**src/rtl/ntt_pkg.sv**
```systemverilog
// ---------------------------------------------------------------------------
// ntt_pkg
// Shared constants and types for the NTT stream feeder slice.
//   N        : coefficients per polynomial
//   Q        : Kyber modulus, the upper bound for stored coefficients
//   TIMEOUT  : cycles the feeder waits in DRAIN for the first ntt_done
//   COEF_W   : coefficient width in bits
//   ADDR_W   : coefficient buffer address width
//   feeder_state_t : the four feeder FSM states
//   condSubQ : single conditional subtract used on the load path
// ---------------------------------------------------------------------------
package ntt_pkg;

    localparam int N       = 256;
    localparam int Q       = 3329;
    localparam int TIMEOUT = 160;
    localparam int COEF_W  = 12;
    localparam int ADDR_W  = 8;

    typedef enum logic [1:0] {
        ST_IDLE     = 2'd0,
        ST_PREFETCH = 2'd1,
        ST_STREAM   = 2'd2,
        ST_DRAIN    = 2'd3
    } feeder_state_t;

    // One subtraction only: a 12-bit value is below 2*Q, so a single
    // conditional subtract always lands the value inside 0..Q-1.
    function automatic logic [COEF_W-1:0] condSubQ(
        input logic [COEF_W-1:0] value,
        input logic [COEF_W-1:0] modulus
    );
        return (value >= modulus) ? (value - modulus) : value;
    endfunction

endpackage

```
**src/rtl/coef_ram_2r1w.sv**
```systemverilog
// ---------------------------------------------------------------------------
// coef_ram_2r1w
// Coefficient buffer with one write port and two synchronous read ports.
// Read data appears one cycle after the address is presented. The array is
// never reset, so a reset leaves the loaded polynomial intact.
//   i_clk      : clock, rising edge
//   i_wrEn     : write strobe
//   i_wrAddr   : write address
//   i_wrData   : write data
//   i_rdAddr1  : read port 1 address (lower half during streaming)
//   i_rdAddr2  : read port 2 address (upper half during streaming)
//   o_rdData1  : registered read data for port 1
//   o_rdData2  : registered read data for port 2
// ---------------------------------------------------------------------------
module coef_ram_2r1w #(
    parameter int DEPTH  = ntt_pkg::N,
    parameter int ADDR_W = ntt_pkg::ADDR_W,
    parameter int DATA_W = ntt_pkg::COEF_W
) (
    input  logic              i_clk,
    input  logic              i_wrEn,
    input  logic [ADDR_W-1:0] i_wrAddr,
    input  logic [DATA_W-1:0] i_wrData,
    input  logic [ADDR_W-1:0] i_rdAddr1,
    input  logic [ADDR_W-1:0] i_rdAddr2,
    output logic [DATA_W-1:0] o_rdData1,
    output logic [DATA_W-1:0] o_rdData2
);

    logic [DATA_W-1:0] r_mem [DEPTH];

    // Storage array plus both read registers. Keeping the write and the two
    // reads in one block lets synthesis map this onto a dual-read RAM; the
    // feeder never writes and reads in the same cycle, so read-during-write
    // ordering does not matter here.
    always_ff @(posedge i_clk) begin
        if (i_wrEn) begin
            r_mem[i_wrAddr] <= i_wrData;
        end
        o_rdData1 <= r_mem[i_rdAddr1];
        o_rdData2 <= r_mem[i_rdAddr2];
    end

endmodule

```
**src/rtl/ntt_stream_feeder.sv**
```systemverilog
// ---------------------------------------------------------------------------
// ntt_stream_feeder
// Holds one polynomial and streams it into a two-lane NTT pipeline as 128
// beats of (buffer[k], buffer[k+128]), then counts the pipeline's output
// beats and reports completion or one of several error conditions.
//   clk          : clock, rising edge
//   rst          : synchronous active-high reset
//   wr_en        : coefficient load strobe (honoured only in IDLE)
//   wr_addr      : coefficient index
//   wr_data      : coefficient value, reduced once by Q on the way in
//   start        : begin a transform (sampled only in IDLE)
//   mode_in      : 0 forward, 1 inverse; latched on start
//   busy         : high whenever the FSM is not in IDLE
//   ntt_mode     : latched mode driven to the pipeline
//   ntt_en       : beat valid to the pipeline
//   ntt_i1       : lane-1 coefficient
//   ntt_i2       : lane-2 coefficient
//   ntt_done     : output-valid from the pipeline
//   fin          : one-cycle pulse when all output beats were counted
//   range_err    : sticky, a loaded value was >= Q
//   timeout_err  : sticky, no ntt_done arrived in time
//   gap_err      : sticky, ntt_done dropped before all beats arrived
// ---------------------------------------------------------------------------
module ntt_stream_feeder #(
    parameter int N       = ntt_pkg::N,
    parameter int Q       = ntt_pkg::Q,
    parameter int TIMEOUT = ntt_pkg::TIMEOUT
) (
    input  logic        clk,
    input  logic        rst,
    input  logic        wr_en,
    input  logic [7:0]  wr_addr,
    input  logic [11:0] wr_data,
    input  logic        start,
    input  logic        mode_in,
    output logic        busy,
    output logic        ntt_mode,
    output logic        ntt_en,
    output logic [11:0] ntt_i1,
    output logic [11:0] ntt_i2,
    input  logic        ntt_done,
    output logic        fin,
    output logic        range_err,
    output logic        timeout_err,
    output logic        gap_err
);

    import ntt_pkg::*;

    localparam int                 HALF      = N / 2;
    localparam logic [7:0]         LAST_BEAT = 8'(HALF - 1);
    localparam int                 TO_W      = $clog2(TIMEOUT + 1);
    localparam logic [TO_W-1:0]    TO_LAST   = TO_W'(TIMEOUT - 1);
    localparam logic [COEF_W-1:0]  Q_W       = COEF_W'(Q);

    feeder_state_t     r_state;
    logic [6:0]        r_rdIdx;
    logic [7:0]        r_beatCnt;
    logic [7:0]        r_doneCnt;
    logic              r_doneSeen;
    logic [TO_W-1:0]   r_toCnt;
    logic              r_nttMode;
    logic              r_nttEn;
    logic [11:0]       r_nttI1;
    logic [11:0]       r_nttI2;
    logic              r_fin;
    logic              r_rangeErr;
    logic              r_timeoutErr;
    logic              r_gapErr;

    logic              w_wrEn;
    logic [11:0]       w_wrData;
    logic              w_rangeHit;
    logic [7:0]        w_rdAddr1;
    logic [7:0]        w_rdAddr2;
    logic [11:0]       w_rdData1;
    logic [11:0]       w_rdData2;
    logic              w_tracking;

    // Load path: writes are accepted only while idle so a running transform
    // always sees a stable polynomial. Out-of-range values are folded back
    // into 0..Q-1 with one subtract and flagged below in the FSM.
    assign w_wrEn     = wr_en && (r_state == ST_IDLE);
    assign w_wrData   = condSubQ(wr_data, Q_W);
    assign w_rangeHit = (wr_data >= Q_W);

    // Both lanes share one read index; the top address bit selects the
    // lower or upper half of the polynomial.
    assign w_rdAddr1  = {1'b0, r_rdIdx};
    assign w_rdAddr2  = {1'b1, r_rdIdx};

    // Output beats from the pipeline can start arriving while we are still
    // streaming (its latency is shorter than the 128-beat burst), so done
    // tracking runs in STREAM as well as DRAIN.
    assign w_tracking = (r_state == ST_STREAM) || (r_state == ST_DRAIN);

    coef_ram_2r1w #(
        .DEPTH  (256),
        .ADDR_W (8),
        .DATA_W (12)
    ) u_coefRam (
        .i_clk     (clk),
        .i_wrEn    (w_wrEn),
        .i_wrAddr  (wr_addr),
        .i_wrData  (w_wrData),
        .i_rdAddr1 (w_rdAddr1),
        .i_rdAddr2 (w_rdAddr2),
        .o_rdData1 (w_rdData1),
        .o_rdData2 (w_rdData2)
    );

    // Feeder state machine with all outputs registered.
    // The read for beat k is issued at the edge that leaves PREFETCH (k = 0)
    // or at the k-th STREAM edge; the RAM returns it one cycle later and the
    // next STREAM edge moves it into ntt_i1/ntt_i2. That gives beat k valid
    // after edge t+2+k when start was sampled at edge t.
    // Beat outputs default to zero every cycle so nothing leaks onto the
    // lanes outside STREAM. The done-tracking section sits after the case
    // statement so that a fin/gap/timeout exit overrides the normal
    // per-state assignments in the same cycle.
    always_ff @(posedge clk) begin
        if (rst) begin
            r_state      <= ST_IDLE;
            r_rdIdx      <= '0;
            r_beatCnt    <= '0;
            r_doneCnt    <= '0;
            r_doneSeen   <= 1'b0;
            r_toCnt      <= '0;
            r_nttMode    <= 1'b0;
            r_nttEn      <= 1'b0;
            r_nttI1      <= '0;
            r_nttI2      <= '0;
            r_fin        <= 1'b0;
            r_rangeErr   <= 1'b0;
            r_timeoutErr <= 1'b0;
            r_gapErr     <= 1'b0;
        end else begin
            r_fin   <= 1'b0;
            r_nttEn <= 1'b0;
            r_nttI1 <= '0;
            r_nttI2 <= '0;

            case (r_state)
                ST_IDLE: begin
                    if (start) begin
                        r_state      <= ST_PREFETCH;
                        r_nttMode    <= mode_in;
                        r_rdIdx      <= '0;
                        r_beatCnt    <= '0;
                        r_doneCnt    <= '0;
                        r_doneSeen   <= 1'b0;
                        r_toCnt      <= '0;
                        r_rangeErr   <= 1'b0;
                        r_timeoutErr <= 1'b0;
                        r_gapErr     <= 1'b0;
                    end
                    // A write in the same cycle as start still flags, so
                    // this comes after the clear.
                    if (wr_en && w_rangeHit) begin
                        r_rangeErr <= 1'b1;
                    end
                end

                ST_PREFETCH: begin
                    r_rdIdx <= r_rdIdx + 7'd1;
                    r_state <= ST_STREAM;
                end

                ST_STREAM: begin
                    r_nttEn   <= 1'b1;
                    r_nttI1   <= w_rdData1;
                    r_nttI2   <= w_rdData2;
                    r_rdIdx   <= r_rdIdx + 7'd1;
                    r_beatCnt <= r_beatCnt + 8'd1;
                    if (r_beatCnt == LAST_BEAT) begin
                        r_state <= ST_DRAIN;
                        r_toCnt <= '0;
                    end
                end

                ST_DRAIN: begin
                    r_state <= ST_DRAIN;
                end

                default: begin
                    r_state <= ST_IDLE;
                end
            endcase

            if (w_tracking) begin
                if (ntt_done) begin
                    r_doneSeen <= 1'b1;
                    r_doneCnt  <= r_doneCnt + 8'd1;
                    if (r_doneCnt == LAST_BEAT) begin
                        r_fin   <= 1'b1;
                        r_state <= ST_IDLE;
                        r_nttEn <= 1'b0;
                        r_nttI1 <= '0;
                        r_nttI2 <= '0;
                    end
                end else if (r_doneSeen) begin
                    r_gapErr <= 1'b1;
                    r_state  <= ST_IDLE;
                    r_nttEn  <= 1'b0;
                    r_nttI1  <= '0;
                    r_nttI2  <= '0;
                end else if (r_state == ST_DRAIN) begin
                    if (r_toCnt == TO_LAST) begin
                        r_timeoutErr <= 1'b1;
                        r_state      <= ST_IDLE;
                    end else begin
                        r_toCnt <= r_toCnt + TO_W'(1);
                    end
                end
            end
        end
    end

    // Output mapping; busy is a straight decode of the state register.
    assign busy        = (r_state != ST_IDLE);
    assign ntt_mode    = r_nttMode;
    assign ntt_en      = r_nttEn;
    assign ntt_i1      = r_nttI1;
    assign ntt_i2      = r_nttI2;
    assign fin         = r_fin;
    assign range_err   = r_rangeErr;
    assign timeout_err = r_timeoutErr;
    assign gap_err     = r_gapErr;

endmodule

```
**config.mk**
```make
export PLATFORM = sky130hd
export DESIGN_NAME = ntt_stream_feeder
export DESIGN_NICKNAME = d
export VERILOG_FILES = /design/src/rtl/ntt_pkg.sv /design/src/rtl/coef_ram_2r1w.sv /design/src/rtl/ntt_stream_feeder.sv
export SDC_FILE = /design/constraint.sdc
export NUM_CORES = 2
export LEC_CHECK = 0
export ABC_AREA = 1
export CAP_MARGIN = 10
export CORE_MARGIN = 2
export CORE_UTILIZATION = 30
export CTS_CLUSTER_SIZE = 28
export DETAILED_ROUTE_END_ITERATION = 16
export PLACE_DENSITY = 0.51
export SYNTH_ARGS = -nofsm -noshare
export SYNTH_HDL_FRONTEND = slang
export SYNTH_SLANG_ARGS = --single-unit
```
**constraint.sdc**
```tcl
create_clock -name clk -period 24.3 [get_ports clk]
set_input_delay 7.29 -clock clk [delete_from_list [all_inputs] [get_ports clk]]
set_output_delay 7.29 -clock clk [all_outputs]
set_load 0.02 [all_outputs]
```
Yosys cells after proc, flatten, opt, wreduce, memory -nomap -nowiden
Memory sizes are Yosys's and may differ from the RTL's. A register that Yosys moved wholly into a read port is not among the register bits.
Index checks and enable logic that the tools add are counted.
{ "op_classes": {"add_sub_neg": 5, "n_mul": 0, "div_mod_pow": 0, "magnitude_cmp": 1, "eq_ne": 7, "shift": 0, "n_mux": 62, "bitwise": 2, "n_reduce_logical": 14} }
{ "op_table": {"columns": ["cell", "count"], "rows": [
  ["two-way mux 12 bit", 11],
  ["two-way mux 8 bit", 12],
  ["one-hot mux 8 bit (2 select lines)", 2],
  ["two-way mux 1 bit", 26],
  ["adder 8 x 1 -> 8 bit (second input constant)", 3],
  ["== test 8 x 7 -> 1 bit (second input constant)", 2],
  ["two-way mux 2 bit", 8],
  ["one-hot mux 7 bit (2 select lines)", 1],
  ["greater-or-equal comparator 12 bit (second input constant)", 1],
  ["subtractor 12 bit (second input constant)", 1],
  ["== test 8 bit (second input constant)", 1],
  ["one-hot mux 2 bit (4 select lines)", 1],
  ["AND reduction 2 bit", 4],
  ["nonzero test 2 bit", 4],
  ["adder 7 x 1 -> 7 bit (second input constant)", 1],
  ["two-way mux 7 bit", 1],
  ["== test 2 bit (second input constant)", 2],
  ["OR reduction 3 bit", 1],
  ["== test 2 x 1 -> 1 bit (second input constant)", 1],
  ["logical AND 1 bit", 2],
  ["logical NOT 2 bit", 1],
  ["inequality test 2 bit (second input constant)", 1],
  ["NOT 1 bit", 2],
  ["OR reduction 2 bit", 1],
  ["logical OR 1 bit", 1]
]} }
{ "word_totals": {"regBits": 64, "latch_bits": 0, "ramBits": 3072, "mem_bits_ro": 0, "in_bits": 26, "output_inout_bits": 31, "wordCells": 106, "mem_count": 1} }
{ "memory_table": {"columns": ["memory", "words", "word_bits", "read_ports", "rd_clocked_by_memory_dff", "write_ports", "line", "text"], "rows": [
  ["u_coefRam.r_mem", 256, 12, 2, 2, 1, "coef_ram_2r1w.sv:30", "logic [DATA_W-1:0] r_mem [DEPTH];"]
]} }

Longest topological paths before layout
{ "logic_depth": {"ltp_word": 8, "ltp_mapped": 18, "ltp_nobuf": 13} }

Modules after synthesis
Synthesis repeated with hierarchy kept, for this count alone.
{ "hier_totals": {"hier_cells": 17601, "area_unflattened_um2": 159111.4} }
{ "modules_own_cells": {"columns": ["mod", "instances", "cells_per_inst", "area_each_um2", "seq_area_each_um2"], "rows": [
  ["coef_ram_2r1w", 1, 17164, 155918.3, 92728.9],
  ["ntt_stream_feeder", 1, 437, 3193.1, 1281.2]
]} }

Worst setup path after synthesis
OpenSTA, ideal clock, no wires.
{ "synth_path": {"path_kind": "input-to-reg", "from": "input wr_data[1]", "to": "memory u_coefRam.r_mem[0][3], data pin", "setup_ns": 2.189, "arrival_ns": 18.341, "t_required_ns": 22.111, "path_slack_ns": 3.769, "path_stages": 9, "path_buffers": 1, "path_cell_list": "inv_1 ha_1 inv_1 nor3_1 nand2_1 a21oi_1 a21oi_1 clkbuf_1 o21ai_0"} }
{ "synth_between": {"elab_chain_cells": 2, "elab_cells_between_ends": 3, "classes_between": "1 x add/sub; 1 x order compare; 1 x mux"} }
{ "synth_lines": {"columns": ["item", "line", "text"], "rows": [
  ["start, declared", "ntt_stream_feeder.sv:33", "input logic [11:0] wr_data,"],
  ["subtractor 12 bit / greater-or-equal comparator 12 bit (equally long branches)", "ntt_pkg.sv:33", "return (value >= modulus) ? (value - modulus) : value;"],
  ["two-way mux 12 bit (*)", "ntt_pkg.sv:33", null],
  ["named net u_coefRam.i_wrData[3]", "coef_ram_2r1w.sv:23", "input logic [DATA_W-1:0] i_wrData,"],
  ["end, declared", "coef_ram_2r1w.sv:30", null]
]} }
Mark *: on every way through the listed nets, which the timed path passes. The rest lies on a longest branch.

Final worst setup path
{ "layout_path": {"from": "input wr_data[0]", "to": "memory u_coefRam.r_mem[234][2], data pin"} }
The elaborated chain is that of the path after synthesis.

==> results.yml <==
synthesis:
  yosysUniqueCellTypes: 37
  syn_area_per_cell_um2: 10.4
  synth-seq-area-share_pct: 70.4
  mappedNetlistNets: 12800
  synth_cells: 12800
  most_used_flip_flop_cell_after_synthesis: "sky130_fd_sc_hd__edfxtp_1"
  number_of_enable_flip_flop_cells_after_synthesis: 3072
  flip_flop_and_latch_count_after_synthesis: 3160
  synth_async_sr_flop_share_pct: 0
  syn_area_um2: 134000
  synthesis.yosys.warnings: 0
cts:
  clk_pin_slew_ns: 0.06
  clock_sinks: 3160
  cts-hold-fix-buffers: 0
  h-tree-depth: 5
  clock-root-buffer: "sky130_fd_sc_hd__clkbuf_16"
  cts-buffers-inserted: 348
  post-cts-setup-buffer-count: 0
  cts_tree: "done"
  clkLatencyLatePin_ns: 0.96
  post_cts_resize_count: 0
  clockBufferDepth: 4
global_route:
  first_global_vias: 84600
  grt_util_met2_pct: 28.6
  grt_overflow_total: 0
  gr-usage-all-layers_pct: 17.2
  met1_capacity_usage_during_global_routing_pct: 23.1
  initial_antenna_violation_count: 22
  groute.layer.met3.usage_pct: 2.40
  grt_pass1_wl_um: 580000
  grt_most_used_layer: "met2"
  grt_start_max_net_pins: 248
timing:
  hold_violations: 0
  timing.final.max_slew_violations: 0
  highest_attainable_clock_frequency_mhz: 87.7
  slew-limit-headroom_pct: 20.2
  tightestPinTransition_ns: 1.19
  totalNegativeSetupSlack_ns: 0
  final-setup-viol-count: 0
  worst_clock_skew_ns: 0.0899
  post_layout_minimum_cycle_time_ns: 11.40
  final_min_period_over_clock_period_pct: 46.9
  rsz0062_at_grt: "no"
layout:
  layout.cell_area.non_filler_um2: 151000
  finish.utilization_pct: 34.2
  area_growth_syn_to_layout_pct: 13.5
  design.final.nets: 12700
  layout.cells.non_filler: 18900
  regArea_um2: 94000
  fill_cells: 44400
  final_layout_size_suffix_gt1_share_pct: 5.44
  multi_input_area_um2: 31500
die:
  pin_count: 57
  initial_core_util_pct: 30.2
  rows: 244
  die_ar_um2: 450000
  core_area_um2: 442000
  chipWidth_um: 671
  dieHeight_um: 671
worst_setup_path:
  worstPathArrival_ns: 11.96
  top_fanout_value_on_the_critical_path: 149
  timing.setup.critical_path_class: "input pin to flip-flop"
  critPathMaxStageDelay_ns: 0.79
  worst-r2r-setup-slack_ns: 18.19
  worstPathCellList: "clkdlybuf4s50_1 -> inv_1 -> ha_1 -> inv_1 -> nor3_1 -> nand2_1 -> a21oi_1 -> a21oi_2 -> buf_4 -> nand2_1 -> xor2_4 -> buf_12 -> buf_4 -> buf_4"
  crit_path_frequent_cell: "sky130_fd_sc_hd__buf_4"
  slowest_stage: "sky130_fd_sc_hd__buf_4"
  worstPathBufferInverterCount: 7
  critical_path_capture_point_type: "flip-flop"
  critical_path.top_delay_family: "buffers and inverters"
  worstPathRequired_ns: 24.86
  worst_setup_path_start_kind: "input pin"
drt:
  viasPerCell: 4.62
  route.antenna.remaining_nets: 0
  avgRoutedWirePerCell_um: 21.1
  detailroute.via_count: 87300
  detail_route.drc_violations: 0
  finalWirelength_um: 399000
  detailedRoute.firstIterationViolations: 8434
  drt_first_pass_iters: 5
place:
  dpl-instance-area_um2: 140000
  buffer_ports.inserted: 56
  routabilityCongestion: 0.835
  dp.final_hpwl_um: 225000
  dpl.cell_count: 18200
pwr:
  power.net_switching_w: 0.00428
  leakage_nw: 58.1
  power.clock.fraction_pct: 37.7
  comb_power_share_pct: 18.8
  vdd.ir_drop.worst_v: 0.0000785
  seqPwrFrac_pct: 43.5
  intPower_w: 0.00975
  p_total_w: 0.0140
  swShare_pct: 30.5
  pwr_density_cell_nw_per_um2: 92.6
min_path:
  min_path_type: "flip-flop to flip-flop"
outcome:
  run_status: "complete, no violations"
run:
  max-cap-violations: 0
==> metrics by stage <==
| step | setup slack [ns] | hold slack (ns) |
|---|---|---|
| floorplan | 3.77 | 0.394 |
| global route | 12.65 | 0.436 |
| detailed placement | 12.01 | 0.408 |
| finish | 12.90 | 0.414 |
| CTS | 12.95 | 0.418 |
| global placement | 11.90 | 0.408 |
==> tightest hold or removal path: stages (launching register included) <==
cell and delay (ns):
sky130_fd_sc_hd__dfxtp_1 0.30, sky130_fd_sc_hd__inv_1 0.04, sky130_fd_sc_hd__nor2_1 0.03
==> final timing paths <==
path                                             start                       to  depth (start not counted)
worst max-delay path                        wr_data[0]  u_coefRam.r_mem[234][2]                         14
worst min register to register  u_coefRam.o_rdData1[9]                ntt_i1[9]                          2
worst min-delay path            u_coefRam.o_rdData1[9]                ntt_i1[9]                          2
worst max register to register              r_rdIdx[0]  u_coefRam.o_rdData2[11]                         14
==> layer usage <==
layer	vias to the layer above	part of all wire (%)
li1	41700	-
met1	42500	43
met2	2483	48
met3	579	5.7
met4	0	3.5
met5	-	0
==> synth_stat cells, drive strengths merged, types with 15 or more instances <==
master | count | area, um^2
buf | 371 | 1920
clkbuf | 313 | 1170
inv | 1356 | 5100
a21oi | 72 | 360
o21ai | 595 | 2980
edfxtp | 3072 | 92200
dfxtp | 88 | 1760
o211ai | 22 | 165
or2 | 15 | 93.8
nor2 | 1710 | 6420
nand3 | 1218 | 6100
nand2 | 3905 | 14700
nor3 | 21 | 110
==> sequential cells by signal (all words and copies together) (netlist names) <==
signal,count
range_err,1
ntt_mode,1
u_coefRam.o_rdData1,12
r_rdIdx,7
r_doneSeen,1
fin,1
gap_err,1
u_coefRam.o_rdData2,12
r_beatCnt,8
ntt_i1,12
r_toCnt,8
timeout_err,1
r_state,2
ntt_en,1
ntt_i2,12
u_coefRam.r_mem,3072
r_doneCnt,8
==> layout make-up <==
| type | count | area share [%] |
|---|---|---|
| sequential | 3160 | 62.1 |
| multi-input combinational | 7608 | 20.8 |
| clock buffer | 429 | 6.02 |
| tap | 5904 | 4.88 |
| inverter | 1359 | 3.40 |
| clock inverter | 210 | 1.47 |
| timing repair buffer | 212 | 1.33 |
| antenna | 13 | 0.0215 |
==> placed cells by master, fill, tap and decap left out, types with 11 or more instances in the layout <==
master,n
sky130_fd_sc_hd__clkbuf_16,351
sky130_fd_sc_hd__nor3_1,15
sky130_fd_sc_hd__clkdlybuf4s50_1,56
sky130_fd_sc_hd__inv_6,12
sky130_fd_sc_hd__bufinv_16,35
sky130_fd_sc_hd__diode_2,13
sky130_fd_sc_hd__dfxtp_1,84
sky130_fd_sc_hd__buf_12,22
sky130_fd_sc_hd__or2_2,15
sky130_fd_sc_hd__nand2_2,11
sky130_fd_sc_hd__edfxtp_1,3072
sky130_fd_sc_hd__nand2_1,3891
sky130_fd_sc_hd__a21oi_1,69
sky130_fd_sc_hd__o211ai_1,22
sky130_fd_sc_hd__nand3_1,1218
sky130_fd_sc_hd__nor2_1,1708
sky130_fd_sc_hd__buf_4,132
sky130_fd_sc_hd__clkbuf_1,73
sky130_fd_sc_hd__clkinv_1,81
sky130_fd_sc_hd__o21ai_0,582
sky130_fd_sc_hd__inv_1,1347
sky130_fd_sc_hd__clkinv_2,53
==> power by group through the flow <==
stage / Sequential (W) / Clock (W) / Combinational (W)
floorplan: 0.00624 / 0 / 0.00176
global placement: 0.00622 / 0 / 0.00266
detailed placement: 0.00622 / 0 / 0.00266
CTS: 0.00610 / 0.00539 / 0.00267
global route: 0.00610 / 0.00560 / 0.00295
finish: 0.00610 / 0.00529 / 0.00264
==> cells by family (layout without fill, tap and decap cells) <==
kind of cell | Yosys count | in the layout | synth area share, %
AOI/OAI and AO/OA | 697 | 697 | 2.67
xor gates and xnor gates | 9 | 9 | 0.0590
adders and majority gates | 9 | 9 | 0.0843
buffers and inverters | 2043 | 2210 | 6.14
DFF | 3160 | 3160 | 70.4
other | 0 | 13 | 0
and+or+nand+nor | 6893 | 6893 | 20.6
Power figures use the tool's default switching activity.
